$ cat src/rtl/apb_gpio_arbiter_if.sv
// Bundle of the requester-side handshakes and the APB master bus of apb_gpio_arbiter.
// The "master" modport is the arbiter's view; the "slave" modport is the requester/slave environment's view.
interface apb_gpio_arbiter_if #(
    parameter int ADDR_W = 32,
    parameter int DATA_W = 32
);
    logic              req0;
    logic              req1;
    logic [ADDR_W-1:0] addr0;
    logic [ADDR_W-1:0] addr1;
    logic              write0;
    logic              write1;
    logic [DATA_W-1:0] wdata0;
    logic [DATA_W-1:0] wdata1;
    logic              ack0;
    logic              ack1;
    logic              err;
    logic [DATA_W-1:0] rdata;
    logic              grant;
    logic              busy;
    logic              PSEL;
    logic              PENABLE;
    logic              PWRITE;
    logic [ADDR_W-1:0] PADDR;
    logic [DATA_W-1:0] PWDATA;
    logic [DATA_W-1:0] PRDATA;
    logic              PREADY;

    modport master (
        input  req0, req1, addr0, addr1, write0, write1, wdata0, wdata1,
        input  PRDATA, PREADY,
        output ack0, ack1, err, rdata, grant, busy,
        output PSEL, PENABLE, PWRITE, PADDR, PWDATA
    );

    modport slave (
        output req0, req1, addr0, addr1, write0, write1, wdata0, wdata1,
        output PRDATA, PREADY,
        input  ack0, ack1, err, rdata, grant, busy,
        input  PSEL, PENABLE, PWRITE, PADDR, PWDATA
    );
endinterface

$ cat src/rtl/apb_gpio_arbiter.sv
// Round-robin arbiter that lets two requesters share one APB slave port, with a
// SETUP/ACCESS master sequencer, registered completion pulses and a hung-transfer timeout.
module apb_gpio_arbiter #(
    parameter int ADDR_W         = 32,
    parameter int DATA_W         = 32,
    parameter int TIMEOUT_CYCLES = 16
) (
    input  logic                   PCLK,
    input  logic                   PRESET,
    apb_gpio_arbiter_if.master     bus
);
    localparam logic [7:0] TO_LIMIT = 8'(TIMEOUT_CYCLES);

    typedef enum logic [1:0] {
        S_IDLE   = 2'd0,
        S_SETUP  = 2'd1,
        S_ACCESS = 2'd2
    } state_t;

    state_t            r_state;
    state_t            w_state_next;

    logic              r_psel;
    logic              r_penable;
    logic              r_pwrite;
    logic [ADDR_W-1:0] r_paddr;
    logic [DATA_W-1:0] r_pwdata;
    logic [1:0]        r_ack;
    logic              r_err;
    logic [DATA_W-1:0] r_rdata;
    logic              r_grant;
    logic              r_busy;
    logic              r_rr_last;
    logic [7:0]        r_cnt;

    logic              w_psel_next;
    logic              w_penable_next;
    logic              w_pwrite_next;
    logic [ADDR_W-1:0] w_paddr_next;
    logic [DATA_W-1:0] w_pwdata_next;
    logic [1:0]        w_ack_next;
    logic              w_err_next;
    logic [DATA_W-1:0] w_rdata_next;
    logic              w_grant_next;
    logic              w_busy_next;
    logic              w_rr_last_next;
    logic [7:0]        w_cnt_next;
    logic [7:0]        w_cnt_inc;

    // Requester ports gathered into indexable arrays so selection is by grant id.
    logic [1:0]        w_req;
    logic [1:0]        w_write;
    logic [ADDR_W-1:0] w_addr  [2];
    logic [DATA_W-1:0] w_wdata [2];
    logic [1:0]        w_elig;
    logic              w_pick_valid;
    logic              w_pick;

    assign w_req      = {bus.req1, bus.req0};
    assign w_write    = {bus.write1, bus.write0};
    assign w_addr[0]  = bus.addr0;
    assign w_addr[1]  = bus.addr1;
    assign w_wdata[0] = bus.wdata0;
    assign w_wdata[1] = bus.wdata1;

    // A requester still seeing its ack is holding a stale req; it must not be re-granted.
    genvar gi;
    generate
        for (gi = 0; gi < 2; gi++) begin : g_elig
            assign w_elig[gi] = w_req[gi] & ~r_ack[gi];
        end
    endgenerate

    assign w_pick_valid = |w_elig;
    assign w_pick       = (w_elig == 2'b11) ? ~r_rr_last : w_elig[1];
    assign w_cnt_inc    = r_cnt + 8'd1;

    always_ff @(posedge PCLK) begin
        if (PRESET) begin
            r_state <= S_IDLE;
        end else begin
            r_state <= w_state_next;
        end
    end

    always_comb begin
        w_state_next   = r_state;
        w_psel_next    = r_psel;
        w_penable_next = r_penable;
        w_pwrite_next  = r_pwrite;
        w_paddr_next   = r_paddr;
        w_pwdata_next  = r_pwdata;
        w_ack_next     = 2'b00;
        w_err_next     = 1'b0;
        w_rdata_next   = r_rdata;
        w_grant_next   = r_grant;
        w_busy_next    = r_busy;
        w_rr_last_next = r_rr_last;
        w_cnt_next     = r_cnt;

        case (r_state)
            S_IDLE: begin
                if (w_pick_valid) begin
                    w_grant_next   = w_pick;
                    w_rr_last_next = w_pick;
                    w_paddr_next   = w_addr[w_pick];
                    w_pwrite_next  = w_write[w_pick];
                    w_pwdata_next  = w_wdata[w_pick];
                    w_psel_next    = 1'b1;
                    w_penable_next = 1'b0;
                    w_busy_next    = 1'b1;
                    w_state_next   = S_SETUP;
                end
            end
            S_SETUP: begin
                w_penable_next = 1'b1;
                w_cnt_next     = 8'd0;
                w_state_next   = S_ACCESS;
            end
            S_ACCESS: begin
                if (bus.PREADY) begin
                    if (!r_pwrite) begin
                        w_rdata_next = bus.PRDATA;
                    end
                    w_ack_next[r_grant] = 1'b1;
                    w_err_next          = 1'b0;
                    w_psel_next         = 1'b0;
                    w_penable_next      = 1'b0;
                    w_busy_next         = 1'b0;
                    w_state_next        = S_IDLE;
                end else if (w_cnt_inc == TO_LIMIT) begin
                    // Slave never answered: abort and report the failure to the owner.
                    w_ack_next[r_grant] = 1'b1;
                    w_err_next          = 1'b1;
                    w_rdata_next        = '0;
                    w_psel_next         = 1'b0;
                    w_penable_next      = 1'b0;
                    w_busy_next         = 1'b0;
                    w_state_next        = S_IDLE;
                end else begin
                    w_cnt_next = w_cnt_inc;
                end
            end
            default: begin
                w_psel_next    = 1'b0;
                w_penable_next = 1'b0;
                w_busy_next    = 1'b0;
                w_state_next   = S_IDLE;
            end
        endcase
    end

    always_ff @(posedge PCLK) begin
        if (PRESET) begin
            r_psel    <= 1'b0;
            r_penable <= 1'b0;
            r_pwrite  <= 1'b0;
            r_paddr   <= '0;
            r_pwdata  <= '0;
            r_ack     <= 2'b00;
            r_err     <= 1'b0;
            r_rdata   <= '0;
            r_grant   <= 1'b0;
            r_busy    <= 1'b0;
            r_rr_last <= 1'b1;
            r_cnt     <= 8'd0;
        end else begin
            r_psel    <= w_psel_next;
            r_penable <= w_penable_next;
            r_pwrite  <= w_pwrite_next;
            r_paddr   <= w_paddr_next;
            r_pwdata  <= w_pwdata_next;
            r_ack     <= w_ack_next;
            r_err     <= w_err_next;
            r_rdata   <= w_rdata_next;
            r_grant   <= w_grant_next;
            r_busy    <= w_busy_next;
            r_rr_last <= w_rr_last_next;
            r_cnt     <= w_cnt_next;
        end
    end

    assign bus.PSEL    = r_psel;
    assign bus.PENABLE = r_penable;
    assign bus.PWRITE  = r_pwrite;
    assign bus.PADDR   = r_paddr;
    assign bus.PWDATA  = r_pwdata;
    assign bus.ack0    = r_ack[0];
    assign bus.ack1    = r_ack[1];
    assign bus.err     = r_err;
    assign bus.rdata   = r_rdata;
    assign bus.grant   = r_grant;
    assign bus.busy    = r_busy;

endmodule

$ cat src/flat_wrapper.sv
// flat-port wrapper written by rule: the top's interface ports become plain ports
module apb_gpio_arbiter_flat 
#(
    parameter int ADDR_W         = 32,
    parameter int DATA_W         = 32,
    parameter int TIMEOUT_CYCLES = 16
)
  (PCLK, PRESET, bus_req0, bus_req1, bus_addr0, bus_addr1, bus_write0, bus_write1, bus_wdata0, bus_wdata1, bus_PRDATA, bus_PREADY, bus_ack0, bus_ack1, bus_err, bus_rdata, bus_grant, bus_busy, bus_PSEL, bus_PENABLE, bus_PWRITE, bus_PADDR, bus_PWDATA);
  apb_gpio_arbiter_if #(.ADDR_W(ADDR_W), .DATA_W(DATA_W)) bus_i ();
  input  logic PCLK;
  input  logic PRESET;
  input wire logic [$bits(bus_i.req0)-1:0] bus_req0;
  input wire logic [$bits(bus_i.req1)-1:0] bus_req1;
  input wire logic [$bits(bus_i.addr0)-1:0] bus_addr0;
  input wire logic [$bits(bus_i.addr1)-1:0] bus_addr1;
  input wire logic [$bits(bus_i.write0)-1:0] bus_write0;
  input wire logic [$bits(bus_i.write1)-1:0] bus_write1;
  input wire logic [$bits(bus_i.wdata0)-1:0] bus_wdata0;
  input wire logic [$bits(bus_i.wdata1)-1:0] bus_wdata1;
  input wire logic [$bits(bus_i.PRDATA)-1:0] bus_PRDATA;
  input wire logic [$bits(bus_i.PREADY)-1:0] bus_PREADY;
  output wire logic [$bits(bus_i.ack0)-1:0] bus_ack0;
  output wire logic [$bits(bus_i.ack1)-1:0] bus_ack1;
  output wire logic [$bits(bus_i.err)-1:0] bus_err;
  output wire logic [$bits(bus_i.rdata)-1:0] bus_rdata;
  output wire logic [$bits(bus_i.grant)-1:0] bus_grant;
  output wire logic [$bits(bus_i.busy)-1:0] bus_busy;
  output wire logic [$bits(bus_i.PSEL)-1:0] bus_PSEL;
  output wire logic [$bits(bus_i.PENABLE)-1:0] bus_PENABLE;
  output wire logic [$bits(bus_i.PWRITE)-1:0] bus_PWRITE;
  output wire logic [$bits(bus_i.PADDR)-1:0] bus_PADDR;
  output wire logic [$bits(bus_i.PWDATA)-1:0] bus_PWDATA;
  assign bus_i.req0 = bus_req0;
  assign bus_i.req1 = bus_req1;
  assign bus_i.addr0 = bus_addr0;
  assign bus_i.addr1 = bus_addr1;
  assign bus_i.write0 = bus_write0;
  assign bus_i.write1 = bus_write1;
  assign bus_i.wdata0 = bus_wdata0;
  assign bus_i.wdata1 = bus_wdata1;
  assign bus_i.PRDATA = bus_PRDATA;
  assign bus_i.PREADY = bus_PREADY;
  assign bus_ack0 = bus_i.ack0;
  assign bus_ack1 = bus_i.ack1;
  assign bus_err = bus_i.err;
  assign bus_rdata = bus_i.rdata;
  assign bus_grant = bus_i.grant;
  assign bus_busy = bus_i.busy;
  assign bus_PSEL = bus_i.PSEL;
  assign bus_PENABLE = bus_i.PENABLE;
  assign bus_PWRITE = bus_i.PWRITE;
  assign bus_PADDR = bus_i.PADDR;
  assign bus_PWDATA = bus_i.PWDATA;
  apb_gpio_arbiter #(.ADDR_W(ADDR_W), .DATA_W(DATA_W), .TIMEOUT_CYCLES(TIMEOUT_CYCLES)) u_core (.PCLK(PCLK), .PRESET(PRESET), .bus(bus_i));
endmodule
$ cat config.mk
export PLATFORM = sky130hd
export DESIGN_NAME = apb_gpio_arbiter_flat
export DESIGN_NICKNAME = d
export VERILOG_FILES = /design/src/rtl/apb_gpio_arbiter_if.sv /design/src/rtl/apb_gpio_arbiter.sv /design/src/flat_wrapper.sv
export SDC_FILE = /design/constraint.sdc
export NUM_CORES = 1
export LEC_CHECK = 0
export BUFFER_PORTS_ARGS = -buffer_cell sky130_fd_sc_hd__buf_2
export CAP_MARGIN = 0
export CORE_AREA = 3 3 112 114
export CTS_CLUSTER_DIAMETER = 120
export DETAILED_ROUTE_END_ITERATION = 10
export DIE_AREA = 0 0 115 117
export GPL_ROUTABILITY_DRIVEN = 0
export MAX_ROUTING_LAYER = met4
export PLACE_DENSITY_LB_ADDON = 0.2
export SETUP_SLACK_MARGIN = 0.2
export SLEW_MARGIN = 40
export SYNTH_ARGS = -nofsm -noshare
export SYNTH_HDL_FRONTEND = slang
export SYNTH_SLANG_ARGS = --single-unit
$ cat constraint.sdc
create_clock -name PCLK -period 2.3 [get_ports PCLK]
set_input_delay 0.23 -clock PCLK [delete_from_list [all_inputs] [get_ports PCLK]]
set_output_delay 0.23 -clock PCLK [all_outputs]
set_load 0.005 [all_outputs]
* Yosys cells after proc, flatten, opt, wreduce, memory -nomap -nowiden
Index checks and enable logic that the tools add are counted.
Word-level totals: bits in registers 114, bits of input ports 167, output and inout bits 104, word-level logic and storage cells 76
Cells by class: add/subtract/negate cells 1, $lt $le $gt $ge 4, equal/unequal tests 9, muxes and demuxes 30, bitwise logic cells 8, reductions and logical operators 12
Operator list (count):
- $mux W32 | 9
- $mux W8 | 2
- $pmux W8 S2 | 1
- $mux W2 | 5
- $mux W1 | 9
- $reduce_and A3 Y1 | 3
- $add A8 B1 Y8 const B | 1
- $eq A8 B5 Y1 const B | 1
- $ne A2 B2 Y1 const B | 3
- $pmux W1 S3 | 2
- $pmux W2 S3 | 1
- $not A1 Y1 | 5
- $eq A2 B2 Y1 const B | 2
- $lt A1 B2 Y1 const B | 2
- $reduce_and A2 Y1 | 2
- $reduce_bool A2 Y1 | 2
- $reduce_or A2 Y1 | 2
- $ne A3 B2 Y1 const B | 1
- $reduce_or A3 Y1 | 1
- $and A1 B1 Y1 | 2
- $eq A2 B1 Y1 const B | 1
- $ge A2 B2 Y1 const B | 1
- $logic_not A2 Y1 | 1
- $ne A2 B1 Y1 const B | 1
- other kinds (4) | 4

* Depth between registers and ports, before layout
word-level depth 8, gate-level depth with buffers 8, gate-level depth less buffers 6

* Least setup slack after synthesis
Ideal clock, no wire load.
path type reg2reg, from reg u_core.r_cnt[2], to reg u_core.r_rdata[13] (netlist: u_core.bus.rdata[13]), setup time 0.121 ns, arrival 1.846 ns, data required time 2.179 ns, slack 0.333 ns, cell stages (with the launch flop) 9, buffers on the path 3, period minus slack after synthesis 1.967 ns, path through dfxtp_1 > buf_6 > and4_4 > buf_6 > a211o_1 > a311o_4 > o21ai_4 > buf_6 > o21ai_2
Between the ends: cells in the longest elaborated chain, start to end 4
Ends and longest elaborated chain:
- start: declaration | RTL line apb_gpio_arbiter.sv:34 | logic [7:0] r_cnt;
- start signal: assignment | RTL line apb_gpio_arbiter.sv:179 | r_cnt <= w_cnt_next;
- $add A8 B1 Y8 | RTL line apb_gpio_arbiter.sv:76 | assign w_cnt_inc = r_cnt + 8'd1;
- $eq A8 B5 Y1 | RTL line apb_gpio_arbiter.sv:131 | end else if (w_cnt_inc == TO_LIMIT) begin
- $reduce_bool A2 Y1 (no source line)
- $reduce_and A3 Y1 (no source line)
- end signal: assignment | RTL line apb_gpio_arbiter.sv:175 | r_rdata <= w_rdata_next;
- end: declaration | RTL line apb_gpio_arbiter.sv:30 | logic [DATA_W-1:0] r_rdata;
Every way passes these cells. A chain may end at the register's enable or synchronous reset.

* Worst setup path in the final report
from reg u_core.r_cnt[3], to reg u_core.r_rdata[0] (netlist: u_core.bus.rdata[0])
Same word-level chain as after synthesis.

==> key figures <==
Logic synthesis
  • Synth top area share: 0.436
  • Post-synthesis sequential area ratio: 0.436
  • Synth Flop Type: dfxtp_1
  • Most area-hungry cell type in the Yosys netlist: dfxtp_1
  • Distinct cells, synth: 47
  • Cells after Synth: 555
  • Post-synth ARST share: 0
  • Number of synthesized register bits: 113
  • Post-synthesis cell area: 0.00519 sq mm
  • Top cells by area, synth: dfxtp_1 44%, mux2i_1 13%, a211oi_1 9.4%, nor2_1 5.6%, a32oi_1 5.4%
  • Yosys warns: 0
  • Synth Area per Inst: 9.35 sq um
  • Syn_nets: 724
  • Post-synth EDFFs: 0

Finish
  • Nets@finish: 987
  • Non-filler cells, final: 976
  • Design area: 0.00740 sq mm
  • Syn-to-layout area delta: 42.6%
  • Most frequent cells in the layout: 270 x buf_2, 109 x dfxtp_1, 78 x nor2_1, 65 x mux2i_1, 65 x a211oi_1
  • Register area: 0.00227 sq mm
  • Multi-input combinational cell area: 0.00268 sq mm
  • Fillcell total: 945
  • Commonest non-fill, non-tap cell in the layout: buf_2
  • Share of cells above drive strength 1: 0.455

CTS
  • CTS Buffer Depth: 2
  • Post-CTS Hold Buffers: 0
  • Clock tree sinks: 113
  • Worst-skew pair later-pin latency: 0.40 ns
  • Post-CTS Setup Inserts: 0
  • CTS clk-pin slew, worst paths: 0.06 ns
  • H-tree Lvls: 4
  • Root Driver: clkbuf_16
  • TritonCTS Buffers: 17
  • TritonCTS clock tree: yes

Placed design
  • Placed Area: 0.00675 sq mm
  • Dpl ws: 0.137 ns
  • Placed insts: 941
  • HPWL after DPL: 11700 um
  • Port bufs: 270

Timing
  • Tmin final: 1.99 ns
  • Pins over their slew limit: 0
  • FMAX: 502 MHz
  • Fin. Hold Viols: 0
  • Slew @ Worst Pin: 0.621 ns
  • Tcrit/Tclk final: 0.867
  • Setup TNS: 0 ns
  • Final worst-path setup slack: 0.307 ns
  • Worst slew margin: 0.585
  • WHS: 0.0437 ns
  • Setup Skew: 0.0124 ns
  • Unrepaired setup endpoints after global routing: yes
  • Setup-violating endpoint count in the final report: 0

Detailed routing
  • DR WL/cell: 15.9 um
  • Vias: 5164
  • Vias/cell: 5.29
  • Antenna Nets Post-Route: 0
  • DR DRC count: 0
  • Detailed Routing Iterations Pass 1: 4
  • Post-Route WL: 15500 um
  • 1st-iter DRT viols: 317

Global routing
  • GRT Util Overall: 0.226
  • Global-route wire length before repair: 23700 um
  • Global route total overflow: 0
  • Antenna violations before repair: 2
  • Number of global-route vias before repair: 4981
  • Pin count of the biggest net entering global routing: 48

Worst setup path
  • Critical path's slowest cell: a311o_4
  • Critical Path RT: 2.58 ns
  • Crit path launch type: flop
  • Crit. End Element: flop
  • Reg2reg setup slack: 0.31 ns
  • Largest stage delay, worst path: 0.44 ns
  • Worst reg2reg path startpoint: u_core.r_cnt[3]
  • WS Path Type: reg2reg
  • CP arrival: 2.27 ns
  • CP max FO: 16
  • Worst-path cell chain: and4_4 > a211o_1 > a311o_4 > o21ai_4 > clkbuf_16 > o21ai_2
  • R2R cell count: 6
  • Worst r2r dst: u_core.bus.rdata[0]

Hold path
  • Worst hold endpoint: u_core.bus.rdata[25]
  • Min-delay src: bus_PRDATA[25]
  • Hold Path Depth: 3
  • Worst min-delay path class: in2reg

Run
  • Max Cap Viol: 0

Floorplanning
  • DIE HEIGHT: 117 um
  • Die Area: 0.0135 sq mm
  • # IOs: 271
  • Initial Util: 0.450
  • FP Rows: 39
  • Die X: 115 um
  • Core region area: 0.0115 sq mm

Pwr
  • VDD IR max: 0.426 mV
  • Lkg Pwr: 3.63 nW
  • Power Density: 817 mW/mm^2

Status
  • Outcome: finished, final reports clean
routing by layer:
metal,track usage,vias up,wire (um)
li1,-,2591,-
met3,0.0504,24,956
met4,0.0900,0,314
met1,0.261,2364,6160
met2,0.384,185,8060
met5,-,-,0
stage by stage:
stage	utilization	power, W
4_1_cts	0.639	0.00608
6_report	0.642	0.00604
3_3_place_gp	0.586	0.00338
5_1_grt	0.642	0.00631
3_5_place_dp	0.586	0.00342
2_1_floorplan	-	0.00289
kinds of logic after synthesis:
group,count (synthesis),synth area share
AOI/OAI and AO/OA,157,0.242
adders and majority gates,2,0.00482
buffers and inverters,61,0.0550
DFF,113,0.436
muxes,67,0.130
and+or+nand+nor,155,0.133
Yosys cell counts, drive strengths merged, types with 2 or more instances:
cell type  number
nor4            3
nand2          39
a32oi          32
o21ai          36
nand4b          3
nor3            3
nand4           6
inv             4
a41oi           2
ha              2
buf            20
nand3           6
nand2b          6
a21oi           8
nor2           78
a211oi         65
clkbuf         36
dfxtp         113
o211ai          2
mux2            2
and3            4
a31oi           2
mux2i          65
area by class of cell:
cell class | instances | area share
repair buffers | 300 | 0.222
clock inverters | 13 | 0.0218
clock buffers | 19 | 0.0599
inverters | 5 | 0.00254
multi-input cells | 381 | 0.362
diodes | 2 | 0.000676
flip-flops and latches | 113 | 0.306
well taps | 143 | 0.0242
worst max-delay path by stage:
stage / start / to / slack [ns] / depth (start not counted)
2_1_floorplan: u_core.r_cnt[2] / u_core.bus.rdata[13] / 0.33 / 8
5_1_grt: u_core.r_cnt[3] / u_core.r_ack[1] / 0.18 / 5
4_1_cts: u_core.r_cnt[1] / u_core.bus.rdata[31] / 0.18 / 7
3_5_place_dp: u_core.r_cnt[0] / u_core.bus.rdata[31] / 0.14 / 7
6_report: u_core.r_cnt[3] / u_core.bus.rdata[0] / 0.31 / 6
3_3_place_gp: u_core.r_cnt[0] / u_core.bus.rdata[31] / 0.24 / 7
registers in the layout (all words and copies together), names as in the netlist:
name	flops
u_core.bus.PWRITE	1
u_core.bus.grant	1
u_core.r_rr_last	1
u_core.bus.PENABLE	1
u_core.bus.busy	1
u_core.bus.PWDATA	32
u_core.r_ack	2
u_core.bus.rdata	32
u_core.r_cnt	8
u_core.bus.err	1
u_core.r_state	1
u_core.bus.PADDR	32
report_power, final:
part | internal [W] | switching [W] | total, W
Clock | 0.00173 | 0.000930 | 0.00266
Sequential | 0.00216 | 0.000130 | 0.00229
Combinational | 0.000531 | 0.000558 | 0.00109
Total | 0.00442 | 0.00162 | 0.00604
critical path, delay by kind of cell, from the launching register on:
kind                   cells  cell delay, ns
AND/OR/NAND/NOR            1            0.23
flip-flops                 1            0.37
buffers and inverters      1            0.24
AO/OA/AOI/OAI              4            1.03
what timing repair did:
item	4_1_cts	5_1_grt
gates cloned	0	1
gates resized for setup	2	4
hold endpoints to repair	0	0
endpoints found under the setup margin	32	36
pin swaps	0	0
Note: power is estimated with default switching activity, not from simulation.
